==> src/rtl/y_conv_arbiter.sv <==
// Two-requester round-robin arbiter with burst lock feeding one
// RGB666-to-4-bit-luma converter and a single registered output beat.
module y_conv_arbiter (
   input  logic        clk,
   input  logic        rst,
   input  logic        s0_valid,
   output logic        s0_ready,
   input  logic [17:0] s0_rgb,
   input  logic        s0_last,
   input  logic        s1_valid,
   output logic        s1_ready,
   input  logic [17:0] s1_rgb,
   input  logic        s1_last,
   output logic        m_valid,
   input  logic        m_ready,
   output logic [3:0]  m_y,
   output logic        m_id,
   output logic        m_last
);

   localparam logic [0:0] IDLE  = 1'b0;
   localparam logic [0:0] BURST = 1'b1;

   logic [0:0]  state;
   logic        owner;
   logic        last_owner;
   logic        go;
   logic        acc;
   logic [17:0] sel_rgb;
   logic        sel_last;
   logic [5:0]  r, g, b;
   logic [5:0]  sum;
   logic [3:0]  y_next;

   // Output register frees up when empty or being drained this cycle.
   assign go       = !m_valid || m_ready;
   assign s0_ready = (state == BURST) && !owner && go;
   assign s1_ready = (state == BURST) &&  owner && go;
   assign acc      = (s0_valid && s0_ready) || (s1_valid && s1_ready);

   assign sel_rgb  = owner ? s1_rgb  : s0_rgb;
   assign sel_last = owner ? s1_last : s0_last;

   assign {r, g, b} = sel_rgb;
   assign sum    = (r >> 2) + (g >> 1) + (b >> 2);
   assign y_next = 4'(sum >> 2);

   always_ff @(posedge clk) begin
      if (rst) begin
         state      <= IDLE;
         owner      <= 1'b0;
         last_owner <= 1'b1;
         m_valid    <= 1'b0;
         m_y        <= 4'd0;
         m_id       <= 1'b0;
         m_last     <= 1'b0;
      end else begin
         if (acc) begin
            m_valid <= 1'b1;
            m_y     <= y_next;
            m_id    <= owner;
            m_last  <= sel_last;
         end else if (m_ready) begin
            m_valid <= 1'b0;
         end

         case (state)
            IDLE: begin
               if (s0_valid || s1_valid) begin
                  state <= BURST;
                  // Contested: the requester that did not finish last wins.
                  owner <= (s0_valid && s1_valid) ? !last_owner : s1_valid;
               end
            end
            BURST: begin
               if (acc && sel_last) begin
                  state      <= IDLE;
                  last_owner <= owner;
               end
            end
            default: state <= IDLE;
         endcase
      end
   end

endmodule
==> config.mk <==
export PLATFORM = sky130hd
export DESIGN_NAME = y_conv_arbiter
export DESIGN_NICKNAME = d
export VERILOG_FILES = /design/src/rtl/y_conv_arbiter.sv
export SDC_FILE = /design/constraint.sdc
export NUM_CORES = 1
export LEC_CHECK = 0
export CAP_MARGIN = 0
export CORE_MARGIN = 1.5
export CORE_UTILIZATION = 39
export DETAILED_ROUTE_END_ITERATION = 8
export HOLD_SLACK_MARGIN = 0.12
export PLACE_DENSITY = 0.81
export SETUP_SLACK_MARGIN = 0.15
export SLEW_MARGIN = 20
export SYNTH_ARGS = -nofsm -noshare
export SYNTH_HDL_FRONTEND = slang
export SYNTH_SLANG_ARGS = --single-unit
==> constraint.sdc <==
create_clock -name clk -period 7.7 [get_ports clk]
set_input_delay 0.77 -clock clk [delete_from_list [all_inputs] [get_ports clk]]
set_output_delay 0.77 -clock clk [all_outputs]
set_load 0.01 [all_outputs]
### After elaboration in Yosys (flattened, before gate mapping)

Cells that the tools add are included.
W data, S select, Z words.

* register bits after elaboration: 10
* latch bits: 0
* RAM bits: 0
* ROM bits: 0
* bits of input ports: 43
* output and inout port bits: 9
* logic and storage cells: 35
* memories: 0

* add/sub/neg operators: 2
* multiply operators: 0
* div/mod/pow operators: 0
* magnitude comparators: 0
* equal/unequal tests: 0
* shift-type cells: 0
* muxes and demuxes: 8
* bitwise logic cells: 1
* reductions and logical operators: 17

Operators by type and width (count)
* $mux W18: 1
* $logic_and A1 B1 Y1: 8
* $add A4 B5 Y6: 1
* $add A6 B4 Y6: 1
* $mux W1: 6
* $reduce_and A2 Y1: 2
* $logic_not A1 Y1: 3
* $logic_or A1 B1 Y1: 3
* $pmux W1 S2: 1
* $reduce_bool A2 Y1: 1
* $not A1 Y1: 1

### Depth between registers and ports, before layout

Gate-level depths: netlist of run 1.

* depth after elaboration: 8
* depth in mapped cells: 10
* gate-level depth less buffers: 8

### Least setup slack after synthesis of run 1

No wires, ideal clock.

* path type: input port to flip-flop
* from: in s1_rgb[4]
* to: reg m_y[3]
* setup time: 0.129 ns
* arrival: 2.476 ns
* required time: 7.571 ns
* path slack: 5.096 ns
* stages on the path: 6
* path buffers: 0
* path through: mux2_2 fa_1 fa_1 a21o_1 a211oi_1 nor3_1

* longest elaborated chain between the ends: 2

RTL lines
* from (decl): line 12 `input logic [17:0] s1_rgb,`
* $mux W18: line 41 `assign sel_rgb = owner ? s1_rgb : s0_rgb;`
* $add A6 B4 Y6: line 45 `assign sum = (r >> 2) + (g >> 1) + (b >> 2);`
* to (signal assigned): line 60 `m_y <= y_next;`
* to (decl): line 16 `output logic [3:0] m_y,`

No other way between the ends.
A chain may end at the register's enable or synchronous reset.

### Worst setup path after layout of run 1

* from: in m_ready
* to: out s0_ready

* longest elaborated chain between the ends: 2

RTL lines
* from (decl): line 15 `input logic m_ready,`
* $logic_or A1 B1 Y1: line 36 `assign go = !m_valid || m_ready;`
* $logic_and A1 B1 Y1: line 37 `assign s0_ready = (state == BURST) && !owner && go;`
* to (decl): line 7 `output logic s0_ready,`

No other way between the ends.

==> impl_metrics.json, run 1 <==
{
  "rrSetupSlack_ns": 4.72,
  "syn_avg_cell_area_um2": 9.59,
  "grt_antenna_before_repair": 0,
  "syn_area_um2": 835,
  "yosys.cell_types.count": 33,
  "p_seq_share_pct": 32.0,
  "path_class": "primary input to primary output",
  "coreArea_mm2": 0.00198,
  "start_kind": "primary input",
  "min_from": "m_last$_SDFFE_PP0P_",
  "vias": 795,
  "slowest_stage": "clkdlybuf4s50_1",
  "crit_arrival_ns": 2.25,
  "max_stage_delay_ns": 0.58,
  "fin_crit_sh_pct": 39.2,
  "status": "complete, no violations",
  "maxSlewHeadroom_pct": 43.3,
  "grt_pass1_vias": 850,
  "cap_violations": 0,
  "clockPowerShare_pct": 24.5,
  "multiInputGateArea_um2": 579,
  "fillers": 162,
  "wl_per_cell_um": 12.6,
  "power_frac_comb_pct": 43.5,
  "hold_class": "flip-flop to flip-flop",
  "clk-insertion-delay-late_ns": 0.26,
  "cp-end-kind": "primary output",
  "fin_setup_tns_ns": 0,
  "r2r_start": "owner$_SDFFE_PP0P_",
  "seqCellArea_um2": 200,
  "grt_pass1_wl_um": 3620,
  "power.internal_mw": 0.134,
  "hold_violations": 0,
  "portBuffers": 41,
  "swShare_pct": 30.8,
  "clk_transition_reported_paths_ns": 0.07,
  "wirelength_um": 1970,
  "grt_max_degree": 21,
  "yosysWarnings": 0,
  "worstPathRequired_ns": 6.93,
  "fmax_ghz": 0.332,
  "cts-root-buf": "clkbuf_4",
  "die_width_um": 49.3,
  "p_per_area_mw_per_mm2": 150,
  "crit_chain": "clkdlybuf4s50_1, nand2b_1, nand2_1, nor2_1, clkdlybuf4s50_1",
  "drtIter0Drc": 7,
  "cts_tree": "built",
  "p_leak_nw": 0.524,
  "initial_core_util_pct": 42.1,
  "synth_seq_cells": 10,
  "overflow": 0,
  "gp_congestion": 0.770,
  "dieArea_mm2": 0.00243,
  "layout_common_cells": "41 x clkdlybuf4s50_1, 11 x mux2i_1, 10 x dfxtp_1",
  "synthCells": 87,
  "whs_path_depth": 2,
  "rsz0062_at_grt": "false",
  "design_area_mm2": 0.00129,
  "worstRegToRegCells": 6,
  "max-vdd-ir-drop_mv": 0.164,
  "cts_max_path_buffers": 2,
  "cpMostUsedCell": "clkdlybuf4s50_1",
  "row_count": 16,
  "net-switching-power_mw": 0.0595,
  "final_common_cell": "clkdlybuf4s50_1",
  "period_minus_slack_ns": 3.02,
  "die_h_um": 49.3,
  "dr.pass1.iters": 4,
  "areaGrowthSynthToFinish_pct": 54.1,
  "timing.final.setup_violations": 0,
  "drc": 0,
  "post_cts_buffers": 0,
  "nets": 181,
  "synth_seq_area_share_pct": 24.0,
  "place_hpwl_um": 1600,
  "viasPerCell": 5.10,
  "cts_resized": 0,
  "final_max_slew_viol_count": 0,
  "hold_end": "m_last$_SDFFE_PP0P_",
  "crit_start": "m_ready",
  "pin_count": 52,
  "numCtsBuffers": 3,
  "cts_hold_buffers": 0,
  "worstPathMaxFanout": 6,
  "r2r-end": "m_y[3]$_SDFFE_PP0P_",
  "antenna_cells": 0,
  "track_usage_pct": 19.0,
  "drive_above_1_share_pct": 10.9,
  "antenna_left": 0,
  "tightest_slew_ns": 0.850,
  "skew_ns": 0.000514,
  "cts_sinks": 10,
  "path_buf_inv": 2,
  "dpl_cell_area_mm2": 0.00125,
  "h-tree-depth": 1,
  "syn_nets": 138,
  "crit_family": "buffers and inverters"
}
==> metrics by stage <==
stage / cells / hold slack [ns] / total power [mW] / utilization, % / setup slack, ns
CTS: 156 / 0.458 / 0.195 / 64.9 / 4.68
global route: 156 / 0.498 / 0.209 / 64.9 / 4.48
finish: 156 / 0.455 / 0.193 / 64.9 / 4.68
detailed placement: 152 / 0.448 / 0.147 / 63.1 / 4.58
global placement: 152 / 0.446 / 0.143 / 63.1 / 4.61
floorplan: 87 / 0.465 / 0.112 / - / 5.10
==> flip-flops by register name (all words and copies together), names as in the netlist <==
signal      flops
m_y             4
owner           1
last_owner      1
m_last          1
state           1
m_valid         1
m_id            1
==> worst register-to-register path, cell delays in order, from the launching register on <==
cell and delay, ns:
dfxtp_1 0.87, mux2_2 0.44, fa_1 0.54, fa_1 0.48
a21o_1 0.20, a211oi_1 0.25, nor3_1 0.08
==> cell families after synthesis <==
kind of cell	synth area share, %
and+or+nand+nor	17.1
xor gates and xnor gates	1.05
adders and majority gates	15.6
buffers and inverters	6.60
DFF	24.0
AOI/OAI and AO/OA	12.6
muxes	23.1
==> metal layers <==
| metal | GRT usage [%] | vias up | part of all wire [%] |
|---|---|---|---|
| met3 | 6.13 | 2 | 5.8 |
| met5 | 0 | - | 0 |
| met2 | 34.0 | 23 | 51 |
| met1 | 20.8 | 372 | 42 |
| li1 | - | 398 | - |
| met4 | 6.67 | 0 | 0.71 |
==> power by group through the flow <==
stage | combinational [mW] | clock, mW | sequential [mW]
2_1_floorplan | 0.0500 | 0 | 0.0622
3_3_place_gp | 0.0806 | 0 | 0.0629
3_5_place_dp | 0.0836 | 0 | 0.0630
4_1_cts | 0.0843 | 0.0490 | 0.0619
5_1_grt | 0.0941 | 0.0524 | 0.0627
6_report | 0.0839 | 0.0474 | 0.0618
==> cells in the mapped netlist <==
| cell type | number | area share, % |
|---|---|---|
| mux2i_1 | 11 | 13 |
| o211ai_2 | 1 | 1.5 |
| dfxtp_1 | 10 | 24 |
| nor3_1 | 1 | 0.60 |
| and2_1 | 1 | 0.75 |
| nand3b_1 | 3 | 2.7 |
| o311a_1 | 1 | 1.2 |
| or3_1 | 1 | 0.75 |
| or2_2 | 1 | 0.75 |
| nand2_1 | 5 | 2.2 |
| and3_1 | 2 | 1.5 |
| nand2b_1 | 1 | 0.75 |
| fa_1 | 4 | 9.6 |
| mux2_2 | 6 | 8.1 |
| nor2_1 | 4 | 1.8 |
| dlymetal6s2s_1 | 1 | 1.5 |
| xor2_1 | 1 | 1.0 |
| buf_6 | 1 | 1.3 |
| a21oi_1 | 6 | 3.6 |
| o21ai_0 | 4 | 2.4 |
| nor3b_1 | 1 | 0.90 |
| and2b_1 | 1 | 0.90 |
| nand3_4 | 1 | 2.1 |
| a211oi_1 | 1 | 0.90 |
| inv_1 | 7 | 3.1 |
| nand4_1 | 1 | 0.75 |
| ha_1 | 4 | 6.0 |
| nand3_1 | 1 | 0.60 |
| a21o_1 | 1 | 0.90 |
| a211o_1 | 1 | 1.0 |
| mux2_4 | 1 | 1.8 |
| o221ai_1 | 1 | 1.0 |
| buf_2 | 1 | 0.60 |
==> layout make-up <==
class                      count  share of cell area, %
inverter                       7                   2.04
multi-input combinational     67                   45.0
sequential                    10                   15.6
timing repair buffer          41                   31.9
tap                           27                   2.63
clock buffer                   4                   2.82
==> worst max path at each step <==
stage / cells after the start / slack [ns] / to
after floorplan: 6 / 5.10 / m_y[3]$_SDFFE_PP0P_
after global placement: 7 / 4.61 / m_y[3]$_SDFFE_PP0P_
after detailed placement: 7 / 4.58 / m_y[3]$_SDFFE_PP0P_
after CTS: 5 / 4.68 / s0_ready
after global routing: 6 / 4.48 / m_y[3]$_SDFFE_PP0P_
final: 5 / 4.68 / s0_ready
No activity file was read; power rests on OpenSTA's default activity.
==> run 2, diff against run 1 <==
- CORE_UTILIZATION: 39 -> 33
- PLACE_DENSITY: 0.81 -> 0.73
- clock period: 7.7 -> 2.65 ns (I/O delays scaled with it)
==> run 2 against run 1 <==
  * Total power rose to 2.7 times the previous value
  * Clock power up 100%
  * Utilization down 11 points
  * Clock-buffer cell count down 1
  * Via count down 1.5%
  * Routed wire length down 5.6%
  * Cell count up 3.2%
  * First-iteration DRC count up 130%
  * Worst hold slack better by 0.0066 ns
  * Sequential cell count unchanged
  * Sequential power rose to 2.8 times the previous value
  * Critical path type is now flip-flop to flip-flop
  * Largest cell class unchanged
==> impl_metrics.json, run 2 (same netlist as run 1, synthesis figures left out) <==
{
  "status": "complete, no violations",
  "cap_violations": 0,
  "grt_max_degree": 12,
  "antenna_left": 0,
  "post_cts_buffers": 0,
  "track_usage_pct": 14.7,
  "antenna_cells": 0,
  "setup_slack_ns": 0.313,
  "wl_met1_um": 788,
  "vias": 783,
  "cts_sinks": 10,
  "worstPathMaxFanout": 6,
  "period_minus_slack_ns": 2.34,
  "max-vdd-ir-drop_mv": 0.311,
  "worstRegToRegCells": 6,
  "pin_count": 52,
  "path_class": "flip-flop to flip-flop",
  "dieArea_mm2": 0.00284,
  "hold_class": "flip-flop to flip-flop",
  "fillers": 233,
  "wl_per_cell_um": 11.5,
  "hold_violations": 0,
  "cts_tree": "built",
  "final_common_cell": "clkdlybuf4s50_1",
  "initial_core_util_pct": 34.3,
  "highest_layer": "met3",
  "grt_pass1_wl_um": 3110,
  "rsz0062_at_grt": "false",
  "whs_path_depth": 2,
  "grt_pass1_vias": 774,
  "met3_length_um": 54,
  "drc": 0,
  "nets": 184,
  "place_hpwl_um": 1600,
  "maxSlewHeadroom_pct": 75.3,
  "die_width_um": 53.3,
  "row_count": 18,
  "wirelength_um": 1860,
  "tightest_slew_ns": 0.370,
  "viasPerCell": 4.86,
  "hold-worst-slack_ns": 0.462,
  "areaGrowthSynthToFinish_pct": 57.0,
  "die_h_um": 53.3,
  "clk_transition_reported_paths_ns": 0.06,
  "dpl_worst_slack_ns": 0.0697,
  "clk-insertion-delay-late_ns": 0.26,
  "dr.pass1.iters": 4,
  "overflow": 0,
  "fin_setup_tns_ns": 0,
  "p_per_area_mw_per_mm2": 400,
  "crit_arrival_ns": 2.47,
  "cp-end-kind": "flip-flop",
  "coreArea_mm2": 0.00243,
  "cts_hold_buffers": 0,
  "timing.final.setup_violations": 0,
  "numCtsBuffers": 3,
  "gp_congestion": 0.777,
  "dr_wl_met2_um": 1010,
  "skew_ns": 0.00162,
  "portBuffers": 41,
  "layout_common_cells": "41 x clkdlybuf4s50_1, 11 x mux2i_1, 9 x dfxtp_1",
  "h-tree-depth": 1,
  "final_max_slew_viol_count": 0,
  "cts_max_path_buffers": 2,
  "fmax_ghz": 0.428,
  "p_leak_nw": 0.535,
  "fin_crit_sh_pct": 88.2,
  "grt_antenna_before_repair": 0,
  "largest_reg_flops": 4,
  "worstPathRequired_ns": 2.78,
  "drive_above_1_share_pct": 13.0,
  "regMostFlops": "m_y",
  "start_kind": "flip-flop",
  "cts-root-buf": "clkbuf_4",
  "drtIter0Drc": 16
}
## run 2: cell count changes in the layout (fill, tap and decap cells not counted)
cell and delta:
dfxtp_1 -1, clkbuf_8 -1, dfxtp_4 +1, buf_4 +1
buf_6 +2
## run 2: path summary, 6_finish.rpt
| check | from | slack [ns] | endpoint |
|---|---|---|---|
| max reg2reg | owner$_SDFFE_PP0P_ | 0.31 | m_y[3]$_SDFFE_PP0P_ |
| min | m_last$_SDFFE_PP0P_ | 0.46 | m_last$_SDFFE_PP0P_ |
| min reg2reg | m_last$_SDFFE_PP0P_ | 0.46 | m_last$_SDFFE_PP0P_ |
| max | owner$_SDFFE_PP0P_ | 0.31 | m_y[3]$_SDFFE_PP0P_ |
## run 2: critical path, cell delays in order (launching register included)
cell and delay, ns:
dfxtp_4 0.39, mux2_2 0.36, fa_1 0.53, fa_1 0.45, a21o_1 0.19, a211oi_1 0.23
nor3_1 0.07
## run 2: routing by layer
metal	global-route usage, %	vias to the layer above
li1	-	401
met5	0	-
met4	2.56	0
met3	4.24	0
met2	27.4	15
met1	16.6	367
## run 2: cell type report
cell class	count	area, µm²	share of cell area [%]
Sequential cell	10	204	15.6
Tap cell	30	37.5	2.87
Multi-Input combinational cell	67	579	44.2
Timing Repair Buffer	44	440	33.6
Inverter	7	26.3	2.01
Clock buffer	3	22.5	1.72
## run 2: report_power, final
part | internal, mW | total [mW] | leakage (nW) | switching, mW
Clock | 0.0520 | 0.0965 | 0.0138 | 0.0445
Sequential | 0.164 | 0.176 | 0.0826 | 0.0113
Combinational | 0.148 | 0.252 | 0.438 | 0.104
## run 2: repair_timing
action | CTS | global route
pin swaps | 0 | 0
endpoints found under the setup margin | 1 | 2
resized for setup | 1 | 3
endpoints found under the hold margin | 0 | 0
## run 2: metrics by stage
stage          utilization, %  power (mW)  cell area, µm²  std cells
4_1_cts                  53.4       0.532            1300        161
2_1_floorplan               -       0.326             835         87
5_1_grt                  53.9       0.569            1310        161
3_5_place_dp             52.5       0.432            1280        158
6_report                 53.9       0.524            1310        161
3_3_place_gp             52.5       0.427            1280        158
==> run 3, diff against run 2 <==
--- a/config.mk
+++ b/config.mk
@@ -8,8 +8,10 @@
 export CAP_MARGIN = 0
 export CORE_MARGIN = 1.5
-export CORE_UTILIZATION = 33
+export CORE_UTILIZATION = 45
+export CTS_CLUSTER_DIAMETER = 200
 export DETAILED_ROUTE_END_ITERATION = 8
+export DONT_BUFFER_PORTS = 1
 export HOLD_SLACK_MARGIN = 0.12
-export PLACE_DENSITY = 0.73
+export PLACE_DENSITY = 0.59
 export SETUP_SLACK_MARGIN = 0.15
 export SLEW_MARGIN = 20
==> constraint.sdc (replaced) <==
create_clock -name clk -period 2.65 [get_ports clk]
set_input_delay 0.265 -clock clk [delete_from_list [all_inputs] [get_ports clk]]
set_output_delay 0.265 -clock clk [all_outputs]
set_load 0.1 [all_outputs]
==> run 3 against run 2 <==
  * Non-clock buffer count is 35 lower
  * Routed wire length is 16% lower
  * First-iteration DRC count is 56% lower
  * Combinational power is 13% lower
  * Critical path depth stayed put
  * Die area is 25% lower
  * Global-route usage is 0.41 points higher
  * Worst hold slack worse by 0.33 ns
  * Via count is 16% lower
==> impl_metrics.json, run 3 (same netlist as run 1, synthesis figures left out) <==
{
  "drc": 0,
  "status": "complete, no violations",
  "layout_common_cells": "11 x mux2i_1, 9 x dfxtp_1, 8 x buf_4",
  "numCtsBuffers": 3,
  "utilization_pct": 55.0,
  "cts-root-buf": "clkbuf_4",
  "place_hpwl_um": 1220,
  "viasPerCell": 5.39,
  "tightest_slew_ns": 0.975,
  "design_area_um2": 950,
  "die_width_um": 46.1,
  "antenna_cells": 0,
  "clk_transition_reported_paths_ns": 0.06,
  "fin_crit_sh_pct": 90.4,
  "regMostFlops": "m_y",
  "swShare_pct": 41.7,
  "r2r-end": "m_y[3]$_SDFFE_PP0P_",
  "min_from": "rst",
  "dieArea_mm2": 0.00212,
  "worstPathRequired_ns": 2.80,
  "hold_violations": 0,
  "final_max_slew_viol_count": 0,
  "cts_sinks": 10,
  "wl_per_cell_um": 12.8,
  "wirelength_um": 1560,
  "r2r_start": "owner$_SDFFE_PP0P_",
  "drive_above_1_share_pct": 24.7,
  "pin_count": 52,
  "largest_reg_flops": 4,
  "cap_violations": 0,
  "dpl_cell_area_um2": 900,
  "cts_max_path_buffers": 2,
  "die_h_um": 46.1,
  "finalPower_mw": 0.580,
  "period_minus_slack_ns": 2.40,
  "dr.pass1.iters": 4,
  "crit_arrival_ns": 2.54,
  "power.internal_mw": 0.338,
  "grt_pass1_wl_um": 2300,
  "clk-insertion-delay-late_ns": 0.26,
  "coreArea_mm2": 0.00173,
  "worstPathMaxFanout": 8,
  "hold_end": "last_owner$_SDFFE_PP1P_",
  "portBuffers": 0,
  "dpl_worst_slack_ns": 0.0996,
  "start_kind": "flip-flop",
  "maxSlewHeadroom_pct": 34.9,
  "worstRegToRegCells": 6,
  "fmax_ghz": 0.417,
  "hold_class": "primary input to flip-flop",
  "p_seq_share_pct": 38.9,
  "place_inst": 117,
  "drtIter0Drc": 7,
  "track_usage_pct": 15.2,
  "power_frac_comb_pct": 37.8,
  "fin_setup_tns_ns": 0,
  "cts_tree": "built",
  "rrSetupSlack_ns": 0.25,
  "row_count": 15,
  "cp-end-kind": "flip-flop",
  "p_per_area_mw_per_mm2": 610,
  "max-vdd-ir-drop_mv": 0.407,
  "skew_ns": 0.00230,
  "layout.cells.non_filler": 122,
  "grt_pass1_vias": 561,
  "initial_core_util_pct": 48.3,
  "gp_congestion": 0.722,
  "grt_antenna_before_repair": 0,
  "areaGrowthSynthToFinish_pct": 13.8,
  "whs_path_depth": 2,
  "hold-worst-slack_ns": 0.135,
  "post_cts_buffers": 0,
  "setup_slack_ns": 0.253,
  "final_common_cell": "mux2i_1",
  "p_leak_nw": 0.415,
  "rsz0062_at_grt": "false",
  "vias": 657,
  "h-tree-depth": 1,
  "timing.final.setup_violations": 0,
  "path_class": "flip-flop to flip-flop",
  "net-switching-power_mw": 0.242,
  "grt_max_degree": 11,
  "clockPowerShare_pct": 23.3,
  "antenna_left": 0,
  "nets": 149,
  "overflow": 0
}
==> run 3: cell types whose count changed in the layout (fill, tap and decap cells not counted), sizes merged <==
cell           change
clkdlybuf4s50     -41
buf                +5
clkbuf             +1
dlygate4sd3        +1
==> run 3: metal layers <==
metal | part of all wire, % | wire length (µm) | GRT usage, %
met1 | 43 | 676 | 19.0
met3 | 7.7 | 120 | 8.24
met5 | 0 | 0 | 0
met2 | 49 | 760 | 23.6
met4 | 0.26 | 4 | 1.71
==> run 3: how the worst max path moves through the flow <==
| stage | start | to | slack (ns) | depth (start not counted) |
|---|---|---|---|---|
| floorplan | owner$_SDFFE_PP0P_ | m_y[3]$_SDFFE_PP0P_ | 0.22 | 9 |
| global placement | owner$_SDFFE_PP0P_ | m_y[3]$_SDFFE_PP0P_ | 0.12 | 6 |
| detailed placement | owner$_SDFFE_PP0P_ | m_y[3]$_SDFFE_PP0P_ | 0.1 | 6 |
| CTS | owner$_SDFFE_PP0P_ | m_y[3]$_SDFFE_PP0P_ | 0.20 | 6 |
| global route | owner$_SDFFE_PP0P_ | m_y[3]$_SDFFE_PP0P_ | 0.16 | 6 |
| finish | owner$_SDFFE_PP0P_ | m_y[3]$_SDFFE_PP0P_ | 0.25 | 6 |
==> run 3: repair_timing <==
item	4_1_cts	5_1_grt
endpoints found under the setup margin	1	1
hold buffers	1	0
endpoints found under the hold margin	7	0
resized for setup	1	1
pin swaps	0	0
==> run 3: power by group through the flow <==
| stage | clock [mW] | sequential, mW | combinational, mW |
|---|---|---|---|
| 2_1_floorplan | 0 | 0.251 | 0.161 |
| 3_3_place_gp | 0 | 0.228 | 0.217 |
| 3_5_place_dp | 0 | 0.228 | 0.217 |
| 4_1_cts | 0.140 | 0.226 | 0.221 |
| 5_1_grt | 0.145 | 0.227 | 0.245 |
| 6_report | 0.135 | 0.225 | 0.219 |
==> run 3: worst max-delay path, cell delays in order, from the launching register on <==
cell	delay, ns
dfxtp_4	0.40
mux2_2	0.36
fa_1	0.53
fa_1	0.47
a21o_1	0.19
a211oi_1	0.26
nor3_1	0.08
==> run 3: final cells by class <==
class / count / area, µm²
clock buffers: 4 / 36.3
fillers: 186 / 777
inverters: 7 / 26.3
multi-input cells: 67 / 582
flip-flops and latches: 10 / 204
well taps: 25 / 31.3
repair buffers: 9 / 70.1
==> edit (config.mk and constraints of run 3) <==
Reset style: asynchronous (`rst`), changed in one clocked block.
--- a/src/rtl/y_conv_arbiter.sv
+++ b/src/rtl/y_conv_arbiter.sv
@@ -45,7 +45,7 @@
    assign sum    = (r >> 2) + (g >> 1) + (b >> 2);
    assign y_next = 4'(sum >> 2);
 
-   always_ff @(posedge clk) begin
+   always_ff @(posedge clk or posedge rst) begin
       if (rst) begin
          state      <= IDLE;
          owner      <= 1'b0;
Behaviour: differs if rst is asserted again (counterexample within 4 cycles, from zero or initial values and one cycle with rst high); with rst held inactive, the same outputs for 10 cycles.
==> edit against run 3 <==
Count of clock-buffer cells in the layout is the same; sequential share of layout area increased by 3.7 points; synthesized cell count is 1.1% lower; wire length is 0.19% lower; design area up 5.5%; sequential cell count unchanged; setup slack got worse by 0.12 ns; core utilization is 1.8 points higher; area after synthesis rose by 3.4%; first-iteration DRC count down 43%; largest cell class unchanged.
Power is left out: the tool's default activity adds up to more than one toggle a clock period on the data nets, which glitch-free logic cannot reach.
==> edit: results (changes against run 3) <==
| Metric | Value |
|---|---|
| Reg2Reg Setup Slack | 0.13 ns (-0.12 ns) |
| Vias in the first global route | 582 (+3.7%) |
| R2R Path End | m_y[2] |
| DR vias | 640 (-2.6%) |
| CP arrival | 2.66 ns (+0.12 ns) |
| # resized after CTS | 2 (+1) |
| Layout Nets | 146 (-2.0%) |
| Worst-path clk slew | approximately 0.07 ns |
| GRT Util Overall | 0.151 (-0.000580) |
| Slew @ Worst Pin | 0.912 ns (-0.0623 ns) |
| Dpl cells | 113 (-3.4%) |
| Worst hold slack | 0.125 ns (-0.00957 ns) |
| Reg2reg path depth | 7 (+1) |
| Hold-fix buffers, CTS | 1 (unchanged) |
| Adder-Cell Fraction of Synth Area | 0.151 (-0.00520) |
| Synthesized area per cell | 10.0 sq um (+4.7%) |
| Crit Path Max Fanout | 5 (-3) |
| Synth area leaders | dfrtp_1, fa_1, mux2i_1 |
| Layout cells sized above 1 | 0.287 (+0.0398) |
| DP Area | 927 sq um (+3.1%) |
| Tmin final | 2.52 ns (+0.121 ns) |
| CP peak stage delay | 0.59 ns (+0.06 ns) |
| Fillers | 180 (-3.2%) |
| GPL Wtd Cong | 0.781 (+8.2%) |
| Pre-CTS setup slack | 0.0900 ns (-0.00958 ns) |
| Seq/Total Area, Yosys | 0.291 (+0.0514) |
| Netlist cell types | 29 (-12%) |
| Post-DP HPWL | 1.25 mm (+2.8%) |
| Post-Synth XOR/XNOR Area | 0.0101 (-0.000350) |
| Pin count of the biggest net entering global routing | 14 (+3) |
| Worst hold endpoint | state |
| DRT iter0 DRCs | 4 (-3) |
| Mux cell area share after synthesis | 0.236 (+0.00535) |
| Syn-to-layout area delta | 16.1% |
| TritonRoute pass-1 iters | 3 (-1) |
| Outcome | finished clean |
| Async set-reset flop share out of synthesis | 1.00 (+1.00) |
| H-Tree Depth | 1 (unchanged) |
| Initial antenna violation count | 0 (unchanged) |
| Net Count, Synth | 137 (-0.72%) |
| Drt via density | 5.38 (-0.13%) |
| HP Start | s1_valid |
| List of most frequent post-synthesis cells | dfrtp_1, mux2i_1, mux2_2, nor2_1, nand2_1 |
| Worst clock skew | 0.00351 ns (+0.00121 ns) |
edit: cell types whose count changed in the layout (fill, tap and decap cells not counted), moves of 3 or more:
cell | before | now
dfrtp_1 | 0 | 8
dfxtp_1 | 9 | 0
mux2_4 | 1 | 5
mux2i_1 | 11 | 8
nand3b_1 | 3 | 0
nor2_1 | 3 | 6
nor2b_1 | 0 | 3
edit: worst max-delay path by stage:
stage / start / to / slack (ns) / cells past startpoint
after floorplan: owner / m_y[2] / 0.16 / 8
after global placement: owner / m_y[2] / 0.11 / 7
after detailed placement: owner / m_y[2] / 0.09 / 7
after CTS: owner / m_y[2] / 0.13 / 7
after global routing: owner / m_y[3] / 0.06 / 9
final: owner / m_y[2] / 0.13 / 7
edit: routing by layer:
metal / wire length [um] / GRT usage / vias to the layer above
met5: 0 / 0 / -
met4: 0 / 0.0389 / 0
met3: 120 / 0.0846 / 0
met2: 776 / 0.241 / 23
met1: 662 / 0.177 / 297
li1: - / - / 320
edit: cells by family after synthesis:
logic type / Yosys count
simple gates: 27
mux: 18
compound gates: 13
flops: 10
buf+inv: 9
fa+ha+maj: 8
xor+xnor: 1
edit: cell type report:
class / instances / area share
multi-input combinational: 67 / 0.596
sequential: 10 / 0.252
clock buffer: 4 / 0.0362
inverter: 5 / 0.0187
tap: 25 / 0.0312
timing repair buffer: 8 / 0.0662
edit: worst reg2reg max path: cells and delay by family, from the launching register on:
family,cells,cell delay (ns)
AND/OR/NAND/NOR,1,0.18
flip-flops,1,0.46
adder cells (fa/ha/maj),2,0.85
multiplexers,2,0.43
AO/OA/AOI/OAI,2,0.49
